`config.mk`:
```
export PLATFORM = sky130hd
export DESIGN_NAME = fire_squeeze_ctrl_flat
export DESIGN_NICKNAME = d
export VERILOG_FILES = /design/src/rtl/fire_squeeze_ctrl_if.sv /design/src/rtl/fire_squeeze_ctrl.sv /design/src/flat_wrapper.sv
export SDC_FILE = /design/constraint.sdc
export NUM_CORES = 1
export LEC_CHECK = 0
export CAP_MARGIN = 20
export CORE_MARGIN = 5
export CORE_UTILIZATION = 62
export DETAILED_ROUTE_END_ITERATION = 12
export HOLD_SLACK_MARGIN = 0.12
export PLACE_DENSITY = 0.83
export SETUP_SLACK_MARGIN = 0.2
export SYNTH_ARGS = -nofsm -noshare
export SYNTH_HDL_FRONTEND = slang
export SYNTH_SLANG_ARGS = --single-unit
```
`constraint.sdc`:
```
create_clock -name clk -period 11.2 [get_ports clk]
set_clock_uncertainty 0.1 [all_clocks]
set_input_delay 3.36 -clock clk [delete_from_list [all_inputs] [get_ports clk]]
set_output_delay 3.36 -clock clk [all_outputs]
set_load 0.03 [all_outputs]
```
`src/rtl/fire_squeeze_ctrl_if.sv`:
```
// Control/address bundle between the fire squeeze window sequencer and the
// feature-map memory, weight ROM and MAC array.
interface fire_squeeze_ctrl_if #(
    parameter int W_IN       = 128,
    parameter int CHIN       = 64,
    parameter int KERNEL_DIM = 3,
    parameter int STRIDE     = 1,
    parameter int PAD        = 1
);
    localparam int W_OUT = (W_IN + 2*PAD - KERNEL_DIM) / STRIDE + 1;
    localparam int IA_W  = (CHIN*W_IN*W_IN > 1) ? $clog2(CHIN*W_IN*W_IN) : 1;
    localparam int WA_W  = (CHIN*KERNEL_DIM*KERNEL_DIM > 1) ? $clog2(CHIN*KERNEL_DIM*KERNEL_DIM) : 1;
    localparam int OA_W  = (W_OUT*W_OUT > 1) ? $clog2(W_OUT*W_OUT) : 1;

    logic            start;
    logic            hold;
    logic            busy;
    logic [IA_W-1:0] ifm_addr;
    logic            ifm_rd;
    logic            ifm_pad;
    logic [WA_W-1:0] w_addr;
    logic            mac_en;
    logic            mac_clr;
    logic            ofm_valid;
    logic [OA_W-1:0] ofm_addr;
    logic            done;

    modport master (
        input  start, hold,
        output busy, ifm_addr, ifm_rd, ifm_pad, w_addr,
        output mac_en, mac_clr, ofm_valid, ofm_addr, done
    );

    modport slave (
        output start, hold,
        input  busy, ifm_addr, ifm_rd, ifm_pad, w_addr,
        input  mac_en, mac_clr, ofm_valid, ofm_addr, done
    );
endinterface

```
`src/rtl/fire_squeeze_ctrl.sv`:
```
// Convolution window sequencer: walks oy, ox, c, ky, kx and issues one tap per
// cycle, with a 3-stage issue/MAC/result pipeline that freezes under hold.
//   state   | meaning
//   S_IDLE  | waiting for start, counters at zero
//   S_RUN   | issuing taps
//   S_DRAIN | all taps issued, waiting for the final ofm_valid
//   S_DONE  | one-cycle done pulse
module fire_squeeze_ctrl #(
    parameter int W_IN       = 128,
    parameter int CHIN       = 64,
    parameter int KERNEL_DIM = 3,
    parameter int STRIDE     = 1,
    parameter int PAD        = 1
) (
    input logic clk,
    input logic rst,
    fire_squeeze_ctrl_if.master bus
);
    localparam int W_OUT = (W_IN + 2*PAD - KERNEL_DIM) / STRIDE + 1;
    localparam int KK    = KERNEL_DIM * KERNEL_DIM;
    localparam int IA_W  = (CHIN*W_IN*W_IN > 1) ? $clog2(CHIN*W_IN*W_IN) : 1;
    localparam int WA_W  = (CHIN*KK > 1) ? $clog2(CHIN*KK) : 1;
    localparam int OA_W  = (W_OUT*W_OUT > 1) ? $clog2(W_OUT*W_OUT) : 1;
    localparam int O_W   = (W_OUT > 1) ? $clog2(W_OUT) : 1;
    localparam int C_W   = (CHIN > 1) ? $clog2(CHIN) : 1;
    localparam int K_W   = (KERNEL_DIM > 1) ? $clog2(KERNEL_DIM) : 1;

    localparam logic [O_W-1:0] O_MAX = O_W'(W_OUT - 1);
    localparam logic [C_W-1:0] C_MAX = C_W'(CHIN - 1);
    localparam logic [K_W-1:0] K_MAX = K_W'(KERNEL_DIM - 1);

    typedef enum logic [1:0] {S_IDLE, S_RUN, S_DRAIN, S_DONE} state_t;
    state_t state;

    logic [O_W-1:0] oy, ox;
    logic [C_W-1:0] c;
    logic [K_W-1:0] ky, kx;

    // issue stage
    logic            iss_v, iss_pad, iss_first, iss_last, iss_end;
    logic [IA_W-1:0] iss_ia;
    logic [WA_W-1:0] iss_wa;
    logic [OA_W-1:0] iss_oa;
    // MAC stage
    logic            mac_v, mac_first, mac_last, mac_end;
    logic [OA_W-1:0] mac_oa;
    // result stage
    logic            ofm_v, ofm_end;
    logic [OA_W-1:0] ofm_oa;

    logic busy_q, done_q;

    int              iy, ix;
    logic            tap_pad, tap_first, tap_last, tap_end, issue;
    logic [IA_W-1:0] tap_ia;
    logic [WA_W-1:0] tap_wa;
    logic [OA_W-1:0] tap_oa;

    always_comb begin
        iy        = int'(oy) * STRIDE - PAD + int'(ky);
        ix        = int'(ox) * STRIDE - PAD + int'(kx);
        tap_pad   = (iy < 0) || (iy >= W_IN) || (ix < 0) || (ix >= W_IN);
        tap_ia    = tap_pad ? '0 : IA_W'(int'(c) * W_IN * W_IN + iy * W_IN + ix);
        tap_wa    = WA_W'(int'(c) * KK + int'(ky) * KERNEL_DIM + int'(kx));
        tap_oa    = OA_W'(int'(oy) * W_OUT + int'(ox));
        tap_first = (c == '0) && (ky == '0) && (kx == '0);
        tap_last  = (c == C_MAX) && (ky == K_MAX) && (kx == K_MAX);
        tap_end   = tap_last && (oy == O_MAX) && (ox == O_MAX);
        // start under hold is accepted, but tap 0 waits for hold to drop
        issue     = !bus.hold && ((state == S_IDLE && bus.start) || state == S_RUN);
    end

    always_ff @(posedge clk or negedge rst) begin
        if (!rst) begin
            state     <= S_IDLE;
            busy_q    <= 1'b0;
            done_q    <= 1'b0;
            oy        <= '0;
            ox        <= '0;
            c         <= '0;
            ky        <= '0;
            kx        <= '0;
            iss_v     <= 1'b0;
            iss_pad   <= 1'b0;
            iss_first <= 1'b0;
            iss_last  <= 1'b0;
            iss_end   <= 1'b0;
            iss_ia    <= '0;
            iss_wa    <= '0;
            iss_oa    <= '0;
            mac_v     <= 1'b0;
            mac_first <= 1'b0;
            mac_last  <= 1'b0;
            mac_end   <= 1'b0;
            mac_oa    <= '0;
            ofm_v     <= 1'b0;
            ofm_end   <= 1'b0;
            ofm_oa    <= '0;
        end else begin
            if (!bus.hold) begin
                mac_v     <= iss_v;
                mac_first <= iss_first;
                mac_last  <= iss_last;
                mac_end   <= iss_end;
                mac_oa    <= iss_oa;
                ofm_v     <= mac_v & mac_last;
                ofm_end   <= mac_v & mac_end;
                ofm_oa    <= (mac_v & mac_last) ? mac_oa : '0;
                done_q    <= 1'b0;
            end

            if (issue) begin
                iss_v     <= 1'b1;
                iss_pad   <= tap_pad;
                iss_first <= tap_first;
                iss_last  <= tap_last;
                iss_end   <= tap_end;
                iss_ia    <= tap_ia;
                iss_wa    <= tap_wa;
                iss_oa    <= tap_oa;
                if (kx == K_MAX) begin
                    kx <= '0;
                    if (ky == K_MAX) begin
                        ky <= '0;
                        if (c == C_MAX) begin
                            c <= '0;
                            if (ox == O_MAX) begin
                                ox <= '0;
                                oy <= (oy == O_MAX) ? '0 : oy + 1'b1;
                            end else begin
                                ox <= ox + 1'b1;
                            end
                        end else begin
                            c <= c + 1'b1;
                        end
                    end else begin
                        ky <= ky + 1'b1;
                    end
                end else begin
                    kx <= kx + 1'b1;
                end
            end else if (!bus.hold) begin
                iss_v     <= 1'b0;
                iss_pad   <= 1'b0;
                iss_first <= 1'b0;
                iss_last  <= 1'b0;
                iss_end   <= 1'b0;
                iss_ia    <= '0;
                iss_wa    <= '0;
                iss_oa    <= '0;
            end

            case (state)
                S_IDLE: begin
                    if (bus.start) begin
                        state  <= (issue && tap_end) ? S_DRAIN : S_RUN;
                        busy_q <= 1'b1;
                    end
                end
                S_RUN: begin
                    if (issue && tap_end) state <= S_DRAIN;
                end
                S_DRAIN: begin
                    if (!bus.hold && ofm_v && ofm_end) begin
                        state  <= S_DONE;
                        done_q <= 1'b1;
                    end
                end
                S_DONE: begin
                    if (!bus.hold) begin
                        state  <= S_IDLE;
                        busy_q <= 1'b0;
                    end
                end
                default: state <= S_IDLE;
            endcase
        end
    end

    assign bus.busy      = busy_q;
    assign bus.ifm_addr  = iss_ia;
    assign bus.ifm_pad   = iss_pad;
    assign bus.ifm_rd    = iss_v & ~iss_pad & ~bus.hold;
    assign bus.w_addr    = iss_wa;
    assign bus.mac_en    = mac_v & ~bus.hold;
    assign bus.mac_clr   = mac_v & mac_first & ~bus.hold;
    assign bus.ofm_valid = ofm_v & ~bus.hold;
    assign bus.ofm_addr  = (ofm_v & ~bus.hold) ? ofm_oa : '0;
    assign bus.done      = done_q & ~bus.hold;
endmodule
```
`src/flat_wrapper.sv`:
```
// flat-port wrapper written by rule: the top's interface ports become plain ports
module fire_squeeze_ctrl_flat 
#(
    parameter int W_IN       = 128,
    parameter int CHIN       = 64,
    parameter int KERNEL_DIM = 3,
    parameter int STRIDE     = 1,
    parameter int PAD        = 1
)
  (clk, rst, bus_start, bus_hold, bus_busy, bus_ifm_addr, bus_ifm_rd, bus_ifm_pad, bus_w_addr, bus_mac_en, bus_mac_clr, bus_ofm_valid, bus_ofm_addr, bus_done);
  fire_squeeze_ctrl_if #(.W_IN(W_IN), .CHIN(CHIN), .KERNEL_DIM(KERNEL_DIM), .STRIDE(STRIDE), .PAD(PAD)) bus_i ();
  input logic clk;
  input logic rst;
  input wire logic [$bits(bus_i.start)-1:0] bus_start;
  input wire logic [$bits(bus_i.hold)-1:0] bus_hold;
  output wire logic [$bits(bus_i.busy)-1:0] bus_busy;
  output wire logic [$bits(bus_i.ifm_addr)-1:0] bus_ifm_addr;
  output wire logic [$bits(bus_i.ifm_rd)-1:0] bus_ifm_rd;
  output wire logic [$bits(bus_i.ifm_pad)-1:0] bus_ifm_pad;
  output wire logic [$bits(bus_i.w_addr)-1:0] bus_w_addr;
  output wire logic [$bits(bus_i.mac_en)-1:0] bus_mac_en;
  output wire logic [$bits(bus_i.mac_clr)-1:0] bus_mac_clr;
  output wire logic [$bits(bus_i.ofm_valid)-1:0] bus_ofm_valid;
  output wire logic [$bits(bus_i.ofm_addr)-1:0] bus_ofm_addr;
  output wire logic [$bits(bus_i.done)-1:0] bus_done;
  assign bus_i.start = bus_start;
  assign bus_i.hold = bus_hold;
  assign bus_busy = bus_i.busy;
  assign bus_ifm_addr = bus_i.ifm_addr;
  assign bus_ifm_rd = bus_i.ifm_rd;
  assign bus_ifm_pad = bus_i.ifm_pad;
  assign bus_w_addr = bus_i.w_addr;
  assign bus_mac_en = bus_i.mac_en;
  assign bus_mac_clr = bus_i.mac_clr;
  assign bus_ofm_valid = bus_i.ofm_valid;
  assign bus_ofm_addr = bus_i.ofm_addr;
  assign bus_done = bus_i.done;
  fire_squeeze_ctrl #(.W_IN(W_IN), .CHIN(CHIN), .KERNEL_DIM(KERNEL_DIM), .STRIDE(STRIDE), .PAD(PAD)) u_core (.clk(clk), .rst(rst), .bus(bus_i));
endmodule
```
* Yosys cells after proc, flatten, opt, wreduce, memory -nomap -nowiden
Cells that the tools add are included.
Storage, ports and cells: register bits 111, input bits 4, output and inout port bits 51, word-level logic and storage cells 126
Operators by class: add/subtract/negate cells 14, $mul 2, order comparisons 4, eq/ne operators 13, multiplexer cells 31, bitwise logic cells 11, reduce and logical (&&, ||, !) cells 27
Operators with widths (number):
- >= comparator 32 x 9 -> 1 bit (second input constant) | 2
- < comparator 32 x 1 -> 1 bit (second input constant) | 2
- 2-to-1 mux 20 bit | 3
- 2-to-1 mux 14 bit | 4
- adder 20 bit | 2
- 2-to-1 mux 10 bit | 2
- adder 8 x 3 -> 9 bit | 2
- subtractor 7 x 1 -> 8 bit (second input constant) | 2
- adder 14 x 7 -> 14 bit | 1
- adder 7 x 1 -> 7 bit (second input constant) | 2
- == test 7 bit (second input constant) | 2
- 2-to-1 mux 2 bit | 7
- 2-to-1 mux 7 bit | 2
- logical AND 1 bit | 11
- adder 10 bit | 1
- adder 10 x 3 -> 10 bit | 1
- multiplier 6 x 4 -> 10 bit (second input constant) | 1
- 2-to-1 mux 1 bit | 10
- AND 1 bit | 9
- == test 2 bit (second input constant) | 4
- one-hot mux 2 bit (4 select lines) | 1
- AND reduction 4 bit | 2
- adder 6 x 1 -> 6 bit (second input constant) | 1
- == test 6 bit (second input constant) | 1
- other kinds (16) | 27

* Logic depth before layout (Yosys ltp)
depth after elaboration 9, depth in mapped cells 19, depth with buffers taken out 18

* Worst setup path before layout
Ideal clock, no wire load.
path kind in2out, from input bus_hold, to output bus_ofm_addr[10], data arrival time 4556 ps, path slack 3184 ps, stages 4, path buffers 2, path through clkbuf_1 -> nor2b_1 -> clkbuf_1 -> and2_1
Between the ends: longest elaborated chain between the ends 3
Ends and longest elaborated chain:
- start: declaration | line flat_wrapper.sv:15 | input wire logic [$bits(bus_i.hold)-1:0] bus_hold;
- NOT 1 bit
- AND 1 bit
- via bus_ofm_valid | line flat_wrapper.sv:23 | output wire logic [$bits(bus_i.ofm_valid)-1:0] bus_ofm_valid;
- 2-to-1 mux 14 bit | line fire_squeeze_ctrl.sv:188 | assign bus.ofm_addr = (ofm_v & ~bus.hold) ? ofm_oa : '0;
- end: declaration | line flat_wrapper.sv:24 | output wire logic [$bits(bus_i.ofm_addr)-1:0] bus_ofm_addr;
The timed path passes the listed nets, and every way through them passes these cells.

* Final worst setup path
from input bus_hold, to output bus_ofm_addr[6]
Between the ends: longest elaborated chain between the ends 3
Ends and longest elaborated chain (line):
- NOT 1 bit | fire_squeeze_ctrl.sv:188
- AND 1 bit | fire_squeeze_ctrl.sv:188
- 2-to-1 mux 14 bit | fire_squeeze_ctrl.sv:188
No other way between the ends.

==> results.sh <==
export IMPL_run_status="finished, final reports clean"
export IMPL_cts_setup_buffers=0
export IMPL_min_period_ns=8.68
export IMPL_drt_wl_total_um=13500
export IMPL_num_vias=4921
export IMPL_layout_nets=737
export IMPL_synth_warnings=0
export IMPL_clk_latency_ns=0.37
export IMPL_layout_drive_gt1_share_pct=9.02
export IMPL_p_leak_uw=0.00340
export IMPL_ys_types=73
export IMPL_tightest_slew_ns=0.918
export IMPL_grt_pass1_wl_um=23300
export IMPL_overflow=0
export IMPL_post_drt_via_cell_ratio=6.06
export IMPL_synth_ff_type="dfrtp_1"
export IMPL_gp_congestion=0.875
export IMPL_min_path_type="reg -> reg"
export IMPL_area_growth_synth_to_final_pct=10.9
export IMPL_start_util_pct=63.7
export IMPL_worstRegToRegCells=15
export IMPL_fillers=798
export IMPL_cts_root_buf="clkbuf_8"
export IMPL_crit_path_start_kind="primary input"
export IMPL_dieArea_um2=12800
export IMPL_row_count=37
export IMPL_grt_max_degree=63
export IMPL_grt_usage_pct=22.3
export IMPL_dp_hpwl_um=9750
export IMPL_netlist_area_um2=6610
export IMPL_synth_area_top_cells="dfrtp_1, ha_1, xnor2_1"
export IMPL_synth_net_count=704
export IMPL_critPathMaxFanout=38
export IMPL_core_um2=10400
export IMPL_io_buffers=54
export IMPL_vdd_drop_max_uv=173
export IMPL_netlist_area_leader_share_pct=42.0
export IMPL_route_met3_wl_um=642
export IMPL_register_area_um2=2780
export IMPL_critical_path_arrival_ns=5.22
export IMPL_slew_headroom_pct=38.8
export IMPL_multiInputGateArea_um2=3520
export IMPL_top_layer_used="met4"
export IMPL_num_io_pins=55
export IMPL_cts_buffers=9
export IMPL_wl_per_cell_um=16.6
export IMPL_slew_violations=0
export IMPL_wl_met1_um=6020
export IMPL_power_uw=1280
export IMPL_rsz0062_at_grt="false"
export IMPL_critical_path_required_ns=7.74
export IMPL_antenna_found_initial=0
export IMPL_holdWs_ns=0.386
export IMPL_syn_instance_count=639
export IMPL_syn_avg_cell_area_um2=10.3
export IMPL_yosys_area_top_type="dfrtp_1"
export IMPL_async_reset_ff_share_pct=100
export IMPL_synth_seq_cells=111
export IMPL_antenna_left=0
export IMPL_htreeDepth=3
export IMPL_hold_depth=2
export IMPL_clk_pin_slew_worst_paths_ns=0.09
export IMPL_die_h_um=113
export IMPL_timing_final_hold_violations=0
export IMPL_synth_enable_flop_cells=0
export IMPL_period_share_pct=77.5
export IMPL_holdBufCountCts=0
export IMPL_synthTopCellsByCount="dfrtp_1, nand2_1, ha_1"
export IMPL_setup_viol=0
export IMPL_clock_fmax_mhz=115
export IMPL_yosysMostFrequentCell="dfrtp_1"
export IMPL_final_util_pct=70.6
export IMPL_diodes=0
export IMPL_cts_tree="yes"
export IMPL_yosysSeqAreaShare_pct=42.0
export IMPL_cts_sinks=111
export IMPL_drt_iter0_markers=306
export IMPL_dr_pass1_iters=5
export IMPL_fp_dieW_um=113
export IMPL_clock_path_buffers=2
export IMPL_worstSetupEndpointType="output pin"
export IMPL_drc=0
export IMPL_wl_met2_um=6510
export IMPL_cts_resized=0
export IMPL_fin_tns_setup_ns=0
export IMPL_grt_pass1_vias=4845
export IMPL_path_class="in -> out"
export IMPL_maxCapViolCount=0
export IMPL_pwr_density_cell_nw_per_um2=174
-- path summary, 6_finish.rpt --
kind                                          start                             endpoint  slack, ns
setup / recovery                           bus_hold                      bus_ofm_addr[6]       2.52
hold / removal              u_core.done_q$_DFF_PN0_              u_core.done_q$_DFF_PN0_       0.39
setup reg to reg           u_core.oy[0]$_DFFE_PN0P_  u_core.bus.ifm_addr[17]$_DFFE_PN0P_       6.48
hold reg to reg             u_core.done_q$_DFF_PN0_              u_core.done_q$_DFF_PN0_       0.39
max in group asynchronous                       rst         u_core.ofm_oa[9]$_DFFE_PN0N_       6.91
min in group asynchronous                       rst             u_core.ofm_v$_DFFE_PN0N_       2.90
-- final cells by class --
type | instances | share of cell area (%)
multi-input combinational | 463 | 48.1
timing repair buffer | 56 | 7.48
tap | 136 | 2.32
sequential | 111 | 37.9
clock buffer | 10 | 1.74
inverter | 31 | 1.59
clock inverter | 5 | 0.871
-- critical path, stage by stage --
cell	delay, ns
buf_2	0.32
nor2b_1	0.63
and2_1	0.22
clkdlybuf4s50_1	0.67
-- through the flow --
step                      cell area, um2  cells  setup slack, ns
after floorplan                     6610    639             3.18
after global placement              7130    797             2.55
after detailed placement            7130    797             2.47
after CTS                           7320    812             2.47
after global routing                7320    812             2.36
final                               7320    812             2.52
-- logic make-up (layout without fill, tap and decap cells) --
family                   after synthesis  count (layout)  share of synthesized area, %
AND/OR/NAND/NOR                      179             179                          14.6
AO/OA/AOI/OAI                        151             151                          16.2
flip-flops                           111             111                          42.0
adder cells (fa/ha/maj)               61              61                          12.1
multiplexers                          23              23                          3.90
XOR/XNOR                              49              49                          6.50
buffers and inverters                 65             102                          4.66
-- registers in the layout (all words and copies together) (netlist names), 2 cells and up --
register	cells
u_core.kx	2
u_core.bus.w_addr	10
u_core.ky	2
u_core.ox	7
u_core.mac_oa	14
u_core.oy	7
u_core.state	2
u_core.ofm_oa	14
u_core.c	6
u_core.iss_oa	14
u_core.bus.ifm_addr	20
-- layout by cell type, fill, tap and decap left out, types with 3 or more instances in the layout --
cell type | Yosys | layout
dfrtp_1 | 111 | 111
nand2_1 | 57 | 57
ha_1 | 56 | 56
clkdlybuf4s50_1 | 0 | 52
xnor2_1 | 38 | 38
a22o_1 | 35 | 35
inv_1 | 30 | 30
o21ai_0 | 29 | 29
mux2_2 | 22 | 22
a21oi_1 | 21 | 21
nor2_1 | 19 | 19
and2_1 | 18 | 18
nand3_1 | 13 | 13
nor3_1 | 12 | 12
nand4_1 | 12 | 12
xor2_1 | 11 | 11
a21o_1 | 9 | 9
o21ai_1 | 9 | 9
clkbuf_8 | 3 | 9
o31ai_1 | 7 | 7
or3_1 | 6 | 6
and3_1 | 6 | 6
nor2b_1 | 5 | 5
o21bai_1 | 5 | 5
nand2b_1 | 5 | 5
o22ai_1 | 5 | 5
fa_1 | 5 | 5
o21a_1 | 4 | 4
o211ai_1 | 3 | 3
inv_6 | 0 | 3
buf_4 | 2 | 3
-- layer usage --
layer  up-vias  track usage [%]
li1       2352                -
met2       122             36.2
met5         -                0
met4         0             8.25
met1      2422             29.8
met3        25             4.33
-- power breakdown --
group	internal [uW]	switching [uW]	total, uW
Combinational	228	293	521
Clock	105	138	243
Sequential	456	58.1	514
Total	789	489	1280
(Power assumes the default switching activity.)
